**src/rtl/sopc_run_monitor.sv**
```systemverilog
// Run controller and writeback tracer for the minimum SOPC.
// Holds the CPU in reset for a fixed number of cycles, lets it run for a
// bounded window, then halts it. While the CPU runs, every non-$0 register
// file write is stamped with the run cycle and queued in a FWFT trace FIFO.
//
// state  | meaning
// -------+--------------------------------------------------------------
// IDLE   | waiting for start, CPU held in reset
// RESET  | CPU held in reset for RESET_CYCLES cycles
// RUN    | CPU released for RUN_CYCLES cycles, writebacks are traced
// HALT   | CPU held in reset again, trace still readable, start restarts
module sopc_run_monitor #(
    parameter int RESET_CYCLES = 10,
    parameter int RUN_CYCLES   = 150,
    parameter int TRACE_DEPTH  = 16,
    parameter int REG_ADDR_W   = 5,
    parameter int DATA_W       = 32,
    parameter int CNT_W        = 16
) (
    input  logic                  clk,
    input  logic                  rst,
    input  logic                  start,
    output logic                  cpu_rst,
    input  logic                  wb_we,
    input  logic [REG_ADDR_W-1:0] wb_waddr,
    input  logic [DATA_W-1:0]     wb_wdata,
    output logic                  trace_valid,
    input  logic                  trace_ready,
    output logic [REG_ADDR_W-1:0] trace_addr,
    output logic [DATA_W-1:0]     trace_data,
    output logic [CNT_W-1:0]      trace_cycle,
    output logic                  trace_overflow,
    output logic [1:0]            state,
    output logic [CNT_W-1:0]      cycle_cnt,
    output logic                  done
);

    localparam int PTR_W   = $clog2(TRACE_DEPTH);
    localparam int ENTRY_W = CNT_W + REG_ADDR_W + DATA_W;

    localparam logic [CNT_W-1:0] RESET_LAST = CNT_W'(RESET_CYCLES - 1);
    localparam logic [CNT_W-1:0] RUN_LAST   = CNT_W'(RUN_CYCLES - 1);
    localparam logic [PTR_W:0]   DEPTH_CNT  = (PTR_W + 1)'(TRACE_DEPTH);

    typedef enum logic [1:0] {
        ST_IDLE  = 2'b00,
        ST_RESET = 2'b01,
        ST_RUN   = 2'b10,
        ST_HALT  = 2'b11
    } state_t;

    state_t st;

    logic [ENTRY_W-1:0] mem [TRACE_DEPTH];
    logic [PTR_W-1:0]   wr_ptr;
    logic [PTR_W-1:0]   rd_ptr;
    logic [PTR_W:0]     count;

    logic flush;
    logic push_req;
    logic full;
    logic pop;
    logic push;

    assign state = st;

    // Restarting from HALT discards the previous run's trace and overflow flag.
    assign flush    = (st == ST_HALT) && start;
    assign push_req = (st == ST_RUN) && wb_we && (wb_waddr != '0);
    assign full     = (count == DEPTH_CNT);
    assign trace_valid = (count != '0);
    assign pop      = trace_valid && trace_ready;
    // A pop in the same cycle frees the slot, so a full FIFO can still accept.
    assign push     = push_req && (!full || pop);

    assign {trace_cycle, trace_addr, trace_data} = mem[rd_ptr];

    // Sequencer: phase transitions, phase cycle counter, registered cpu_rst/done.
    always_ff @(posedge clk) begin
        if (rst) begin
            st        <= ST_IDLE;
            cpu_rst   <= 1'b1;
            done      <= 1'b0;
            cycle_cnt <= '0;
        end else begin
            case (st)
                ST_IDLE: begin
                    if (start) begin
                        st        <= ST_RESET;
                        cycle_cnt <= '0;
                    end
                end
                ST_RESET: begin
                    if (cycle_cnt == RESET_LAST) begin
                        st        <= ST_RUN;
                        cycle_cnt <= '0;
                        cpu_rst   <= 1'b0;
                    end else begin
                        cycle_cnt <= cycle_cnt + CNT_W'(1);
                    end
                end
                ST_RUN: begin
                    if (cycle_cnt == RUN_LAST) begin
                        st      <= ST_HALT;
                        cpu_rst <= 1'b1;
                        done    <= 1'b1;
                    end else begin
                        cycle_cnt <= cycle_cnt + CNT_W'(1);
                    end
                end
                ST_HALT: begin
                    if (start) begin
                        st        <= ST_RESET;
                        cycle_cnt <= '0;
                        done      <= 1'b0;
                    end
                end
                default: begin
                    st      <= ST_IDLE;
                    cpu_rst <= 1'b1;
                    done    <= 1'b0;
                end
            endcase
        end
    end

    // Trace storage; contents need no reset since count gates visibility.
    always_ff @(posedge clk) begin
        if (push) begin
            mem[wr_ptr] <= {cycle_cnt, wb_waddr, wb_wdata};
        end
    end

    // FIFO pointers, occupancy and sticky overflow.
    always_ff @(posedge clk) begin
        if (rst || flush) begin
            wr_ptr         <= '0;
            rd_ptr         <= '0;
            count          <= '0;
            trace_overflow <= 1'b0;
        end else begin
            if (push) begin
                wr_ptr <= wr_ptr + PTR_W'(1);
            end
            if (pop) begin
                rd_ptr <= rd_ptr + PTR_W'(1);
            end
            case ({push, pop})
                2'b10:   count <= count + (PTR_W + 1)'(1);
                2'b01:   count <= count - (PTR_W + 1)'(1);
                default: count <= count;
            endcase
            if (push_req && full && !pop) begin
                trace_overflow <= 1'b1;
            end
        end
    end

endmodule

```
**config.mk**
```make
export PLATFORM = sky130hd
export DESIGN_NAME = sopc_run_monitor
export DESIGN_NICKNAME = d
export VERILOG_FILES = /design/src/rtl/sopc_run_monitor.sv
export SDC_FILE = /design/constraint.sdc
export NUM_CORES = 1
export LEC_CHECK = 0
export CORE_AREA = 3 3 268 270
export CTS_CLUSTER_DIAMETER = 30
export CTS_CLUSTER_SIZE = 16
export DETAILED_ROUTE_END_ITERATION = 8
export DIE_AREA = 0 0 271 273
export PLACE_DENSITY = 0.75
export SLEW_MARGIN = 20
export SYNTH_ARGS = -nofsm -noshare
export SYNTH_HDL_FRONTEND = slang
export SYNTH_SLANG_ARGS = --single-unit
```
**constraint.sdc**
```tcl
create_clock -name clk -period 13.1 [get_ports clk]
set_clock_uncertainty 0.15 [all_clocks]
set_input_delay 2.62 -clock clk [delete_from_list [all_inputs] [get_ports clk]]
set_output_delay 2.62 -clock clk [all_outputs]
set_load 0.03 [all_outputs]
```
# Word level (Yosys, flattened, before mapping)
# Memory sizes are Yosys's and may differ from the RTL's. A register that Yosys moved wholly into a read port is not among the register bits.
# Cells that the tools add are included.
# W data, S select, Z words.
dict set report word_totals {
  ff_bits 34
  ram_bits 848
  elab_cells 67
  output_inout_bits 75
  mem_count 1
}
dict set report op_classes {
  n_eq_ne 13
  n_reduce_logical 22
  addsub 5
  n_mux 18
}
# memory words word_bits rd rd_clocked_by_memory_dff wr line
set memory_table {}
lappend memory_table {mem 16 53 1 1 1 54} ;# logic [ENTRY_W-1:0] mem [TRACE_DEPTH];
# operator n
set op_table {}
lappend op_table {{$mux W16} 3}
lappend op_table {{$pmux W16 S3} 1}
lappend op_table {{$add A16 B1 Y16 const B} 1}
lappend op_table {{$eq A16 B4 Y1 const B} 1}
lappend op_table {{$eq A16 B8 Y1 const B} 1}
lappend op_table {{$pmux W5 S2} 1}
lappend op_table {{$reduce_bool A5 Y1} 2}
lappend op_table {{$reduce_and A3 Y1} 3}
lappend op_table {{$add A4 B1 Y4 const B} 2}
lappend op_table {{$mux W4} 2}
lappend op_table {{$logic_and A1 B1 Y1} 7}
lappend op_table {{$eq A2 B2 Y1 const B} 3}
lappend op_table {{$mux W2} 3}
lappend op_table {{$ne A2 B2 Y1 const B} 3}
lappend op_table {{$pmux W2 S3} 1}
lappend op_table {{$reduce_bool A2 Y1} 3}
lappend op_table {{$add A5 B1 Y5 const B} 1}
lappend op_table {{$eq A5 B5 Y1 const B} 1}
lappend op_table {{$mux W1} 5}
lappend op_table {{$sub A5 B1 Y5 const B} 1}
lappend op_table {{$eq A2 B1 Y1 const B} 2}
lappend op_table {{$ne A2 B1 Y1 const B} 2}
lappend op_table {{$pmux W1 S2} 2}
lappend op_table {{$logic_not A1 Y1} 2}
lappend op_table {{4 further kinds} 5}

# Longest topological paths before layout
dict set report depth {
  depth_word 6
  mapped_depth 11
}

# Worst setup path before layout
# No wires, ideal clock.
dict set report synth_timing {
  path_kind {input -> register}
  startpoint {in wb_waddr[0]}
  endpoint {mem mem[0][0] (netlist bit) (enable)}
  path_buffers 0
  path_slack_ns 5.552
  t_arrival_ns 6.869
  cell_stages 5
  path_cell_list {or4_4 o211ai_4 nor2_1 nand2_1 nor3_1}
}
dict set report synth_via {
  elab_chain_cells 5
}
# item line
set synth_lines {}
lappend synth_lines {{from (decl)} 25} ;# input logic [REG_ADDR_W-1:0] wb_waddr,
lappend synth_lines {{$reduce_bool A5 Y1} 69} ;# assign push_req = (st == ST_RUN) && wb_we && (wb_waddr != '0);
lappend synth_lines {{$logic_and A1 B1 Y1} 69}
lappend synth_lines {{$logic_and A1 B1 Y1} 74} ;# assign push = push_req && (!full || pop);
lappend synth_lines {{$mux W1} 129} ;# if (push) begin
lappend synth_lines {{$mux W1 (implied by the code)} 130} ;# mem[wr_ptr] <= {cycle_cnt, wb_waddr, wb_wdata};
lappend synth_lines {{to (decl)} 54}
# Every way passes these cells.

==> qor.yml <==
cells_and_area:
  finish.utilization_pct: 59.20
  area_growth_pct: 21.68
  stdcell_area_um2: 41310
  drive_gt1_share_pct: 31.30
  fin_nets: 1702
placed_design:
  portBuffers: 116
  pre_cts_ws_ns: 5.788
  dpl_cell_area_um2: 36220
  place.gp.congestion: 0.7268
  dpl.hpwl_mm: 33.84
logic_synthesis:
  synth-compound-area-share_pct: 0.5565
  synthXorXnorAreaFrac_pct: 0.5934
  yosys-top-cells-area: "edfxtp_1, mux4_2, dfxtp_1, mux4_1, buf_6"
  synthArstFlopShare_pct: 0
  seq_area_frac_synth_pct: 77.25
  yosys.area_share.adder_pct: 0.5749
  yosysMostFrequentCell: "edfxtp_1"
  synth_edf_count: 848
  syn_inst: 1415
  yosys_most_used_dff: "edfxtp_1"
  syn-mean-instance-area_um2: 23.99
  synth_mux_area_share_pct: 17.83
  synthSimpleGateAreaFrac_pct: 1.876
  synth_nets: 1472
  synth_top_area_share_pct: 75.01
  synthTopCellsByCount: "edfxtp_1, mux4_2, nor2_1"
  yosysWarnings: 0
  ys_seq_elements: 886
  synth_top_family_by_area: "multiplexers"
  synth_top_area_cell: "edfxtp_1"
  synth.distinct_cells: 51
  syn-cell-area_um2: 33950
drt:
  drc: 0
  first_iter_violations: 1500
  vias: 15840
  ant_nets: 0
  wirelength_met1_mm: 29.56
  wl_met2_mm: 37.50
  drtPass1Iterations: 5
  via_per_inst: 5.843
  wire_per_inst_um: 27.40
  highest_layer: "met4"
  wl_mm: 74.29
  wl_met3_mm: 5.348
setup_path:
  cp_slowest_cell: "buf_4"
  cpMostUsedCell: "mux4_2"
  rr_startpoint: "state[1]"
  setup.worst_path.start_class: "flip-flop"
  rrSetupSlack_ns: 9.57
  crit_arrival_ns: 4.82
  critPathMaxStageDelay_ns: 0.77
  path_cells: "buf_4, buf_6, mux4_2, mux4_2, clkdlybuf4s50_1"
  rr_worst_depth: 6
  criticalPathCategory: "flip-flop to output port"
  r2r_end: "mem[5][31]"
  crit_required_ns: 10.33
  cp_max_fo: 55
  setup.worst_path.end_class: "output port"
power_and_ir_drop:
  swShare_pct: 24.13
  p_int_mw: 6.096
  p_comb_share_pct: 12.3
  leakage_nw: 12.74
  p_total_mw: 8.035
  power_density_nw_per_um2: 194.5
  p_switching_mw: 1.939
  power_frac_seq_pct: 40.0
  vdd_drop_max_uv: 132.5
  clkPwrFrac_pct: 47.6
cts:
  htreeDepth: 4
  clk_root_buffer_cell: "clkbuf_16"
  cts.path.max_buffers: 3
  clk_pin_slew_ns: 0.04
  clkLatencyLatePin_ns: 0.71
  tritoncts: "done"
  cts_buffers: 149
  postCtsHoldBufs: 0
  clock-sinks: 886
  cts_resized: 0
  cts_setup_buffers: 0
global_route:
  grt_max_degree: 159
  grt_overflow: 0
  grtUsageTotal_pct: 20.63
  grt_pass1_wl_mm: 111.2
  grt_pass1_vias: 16920
  grt_antenna_before_repair: 1
hold_path:
  min_path_cells: 2
  holdPathEnd: "count[3]"
  hold_class: "flip-flop to flip-flop"
  hp-start: "count[3]"
sta:
  fmax_mhz: 131.7
  grt_setup_unrepaired: "no"
  timing.final.ws_setup_ns: 5.508
  worst_slew_pin_slew_ns: 1.136
  finalSetupViolCount: 0
  final_min_period_over_clock_period_pct: 57.95
  period_minus_slack_ns: 7.592
  fin_setup_tns_ns: 0
  final-hold-violation-count: 0
  slew_headroom_pct: 24.27
  finalMaxSlewViolations: 0
die:
  start_util_pct: 48.65
  io_pins: 117
  die_w_um: 271
  die_y_um: 273
  die-area_um2: 73980
  rows: 97
  core_um2: 69790
run_status:
  status: "completed"
run:
  maxCapViolations: 0
==> worst max path at each step <==
stage,start,endpoint,slack (ns),cells past startpoint
finish,flip-flop,trace_cycle[1],5.51,5
global route,flip-flop,trace_cycle[1],5.09,5
CTS,flip-flop,trace_cycle[1],5.06,5
detailed placement,flip-flop,trace_data[0],5.79,5
global placement,flip-flop,trace_data[0],5.80,5
floorplan,wb_waddr[0],mem[0][0],5.55,5
==> flip-flops by register name, summed over array words and instances (netlist names), named ones only <==
register        cells
cpu_rst             1
cycle_cnt          16
state               2
rd_ptr              4
trace_overflow      1
count               5
mem               848
wr_ptr              4
done                1
==> per-stage QoR <==
| stage | hold WS (ns) | std cells |
|---|---|---|
| 6_report | 0.3618 | 2711 |
| 5_1_grt | 0.3854 | 2710 |
| 4_1_cts | 0.3558 | 2709 |
| 3_5_place_dp | 0.3523 | 2433 |
| 3_3_place_gp | 0.3269 | 2433 |
| 2_1_floorplan | 0.3178 | 1415 |
==> power groups by stage <==
stage | combinational, mW | sequential [mW] | clock (mW)
floorplan | 0.743 | 3.25 | 0
global placement | 0.979 | 3.27 | 0
detailed placement | 0.995 | 3.27 | 0
CTS | 1.01 | 3.22 | 3.88
global route | 1.06 | 3.23 | 4.02
finish | 0.989 | 3.22 | 3.83
==> worst max-delay path, delay by kind of cell, from the launching register on <==
| family | cells | cell delay (ns) |
|---|---|---|
| buffers and inverters | 3 | 2.10 |
| DFF | 1 | 0.75 |
| muxes | 2 | 1.19 |
==> cell type report <==
cell class,count,area (um2)
Fill cell,4715,28470
Sequential cell,886,26240
Multi-Input combinational cell,452,7387
Clock buffer,176,3902
Timing Repair Buffer,144,1411
Tap cell,940,1176
Clock inverter,100,1146
Inverter,12,45.04
Antenna cell,1,2.502
==> cells by family after synthesis <==
group                    Yosys count
flip-flops                       886
multiplexers                     269
AND/OR/NAND/NOR                  118
buffers and inverters             77
AO/OA/AOI/OAI                     27
XOR/XNOR                          23
adder cells (fa/ha/maj)           15
==> placed cells by master (no fill, tap or decap), drive strengths merged, types with 5 or more instances in the layout <==
cell type,count
a21oi,12
buf,28
bufinv,15
clkbuf,176
clkdlybuf4s50,116
clkinv,51
clkinvlp,15
dfxtp,38
edfxtp,848
ha,14
inv,31
mux4,265
nand2,17
nand2b,6
nand3,10
nand4,7
nor2,41
nor3,12
o21ai,5
xnor2,12
xor2,11
==> layer usage <==
layer / vias up / global-route usage, %
met5: - / 0
met4: 0 / 7.141
met3: 127 / 5.320
met2: 649 / 33.48
met1: 8464 / 27.47
li1: 6600 / -
Note: power is estimated with default switching activity, not from simulation.
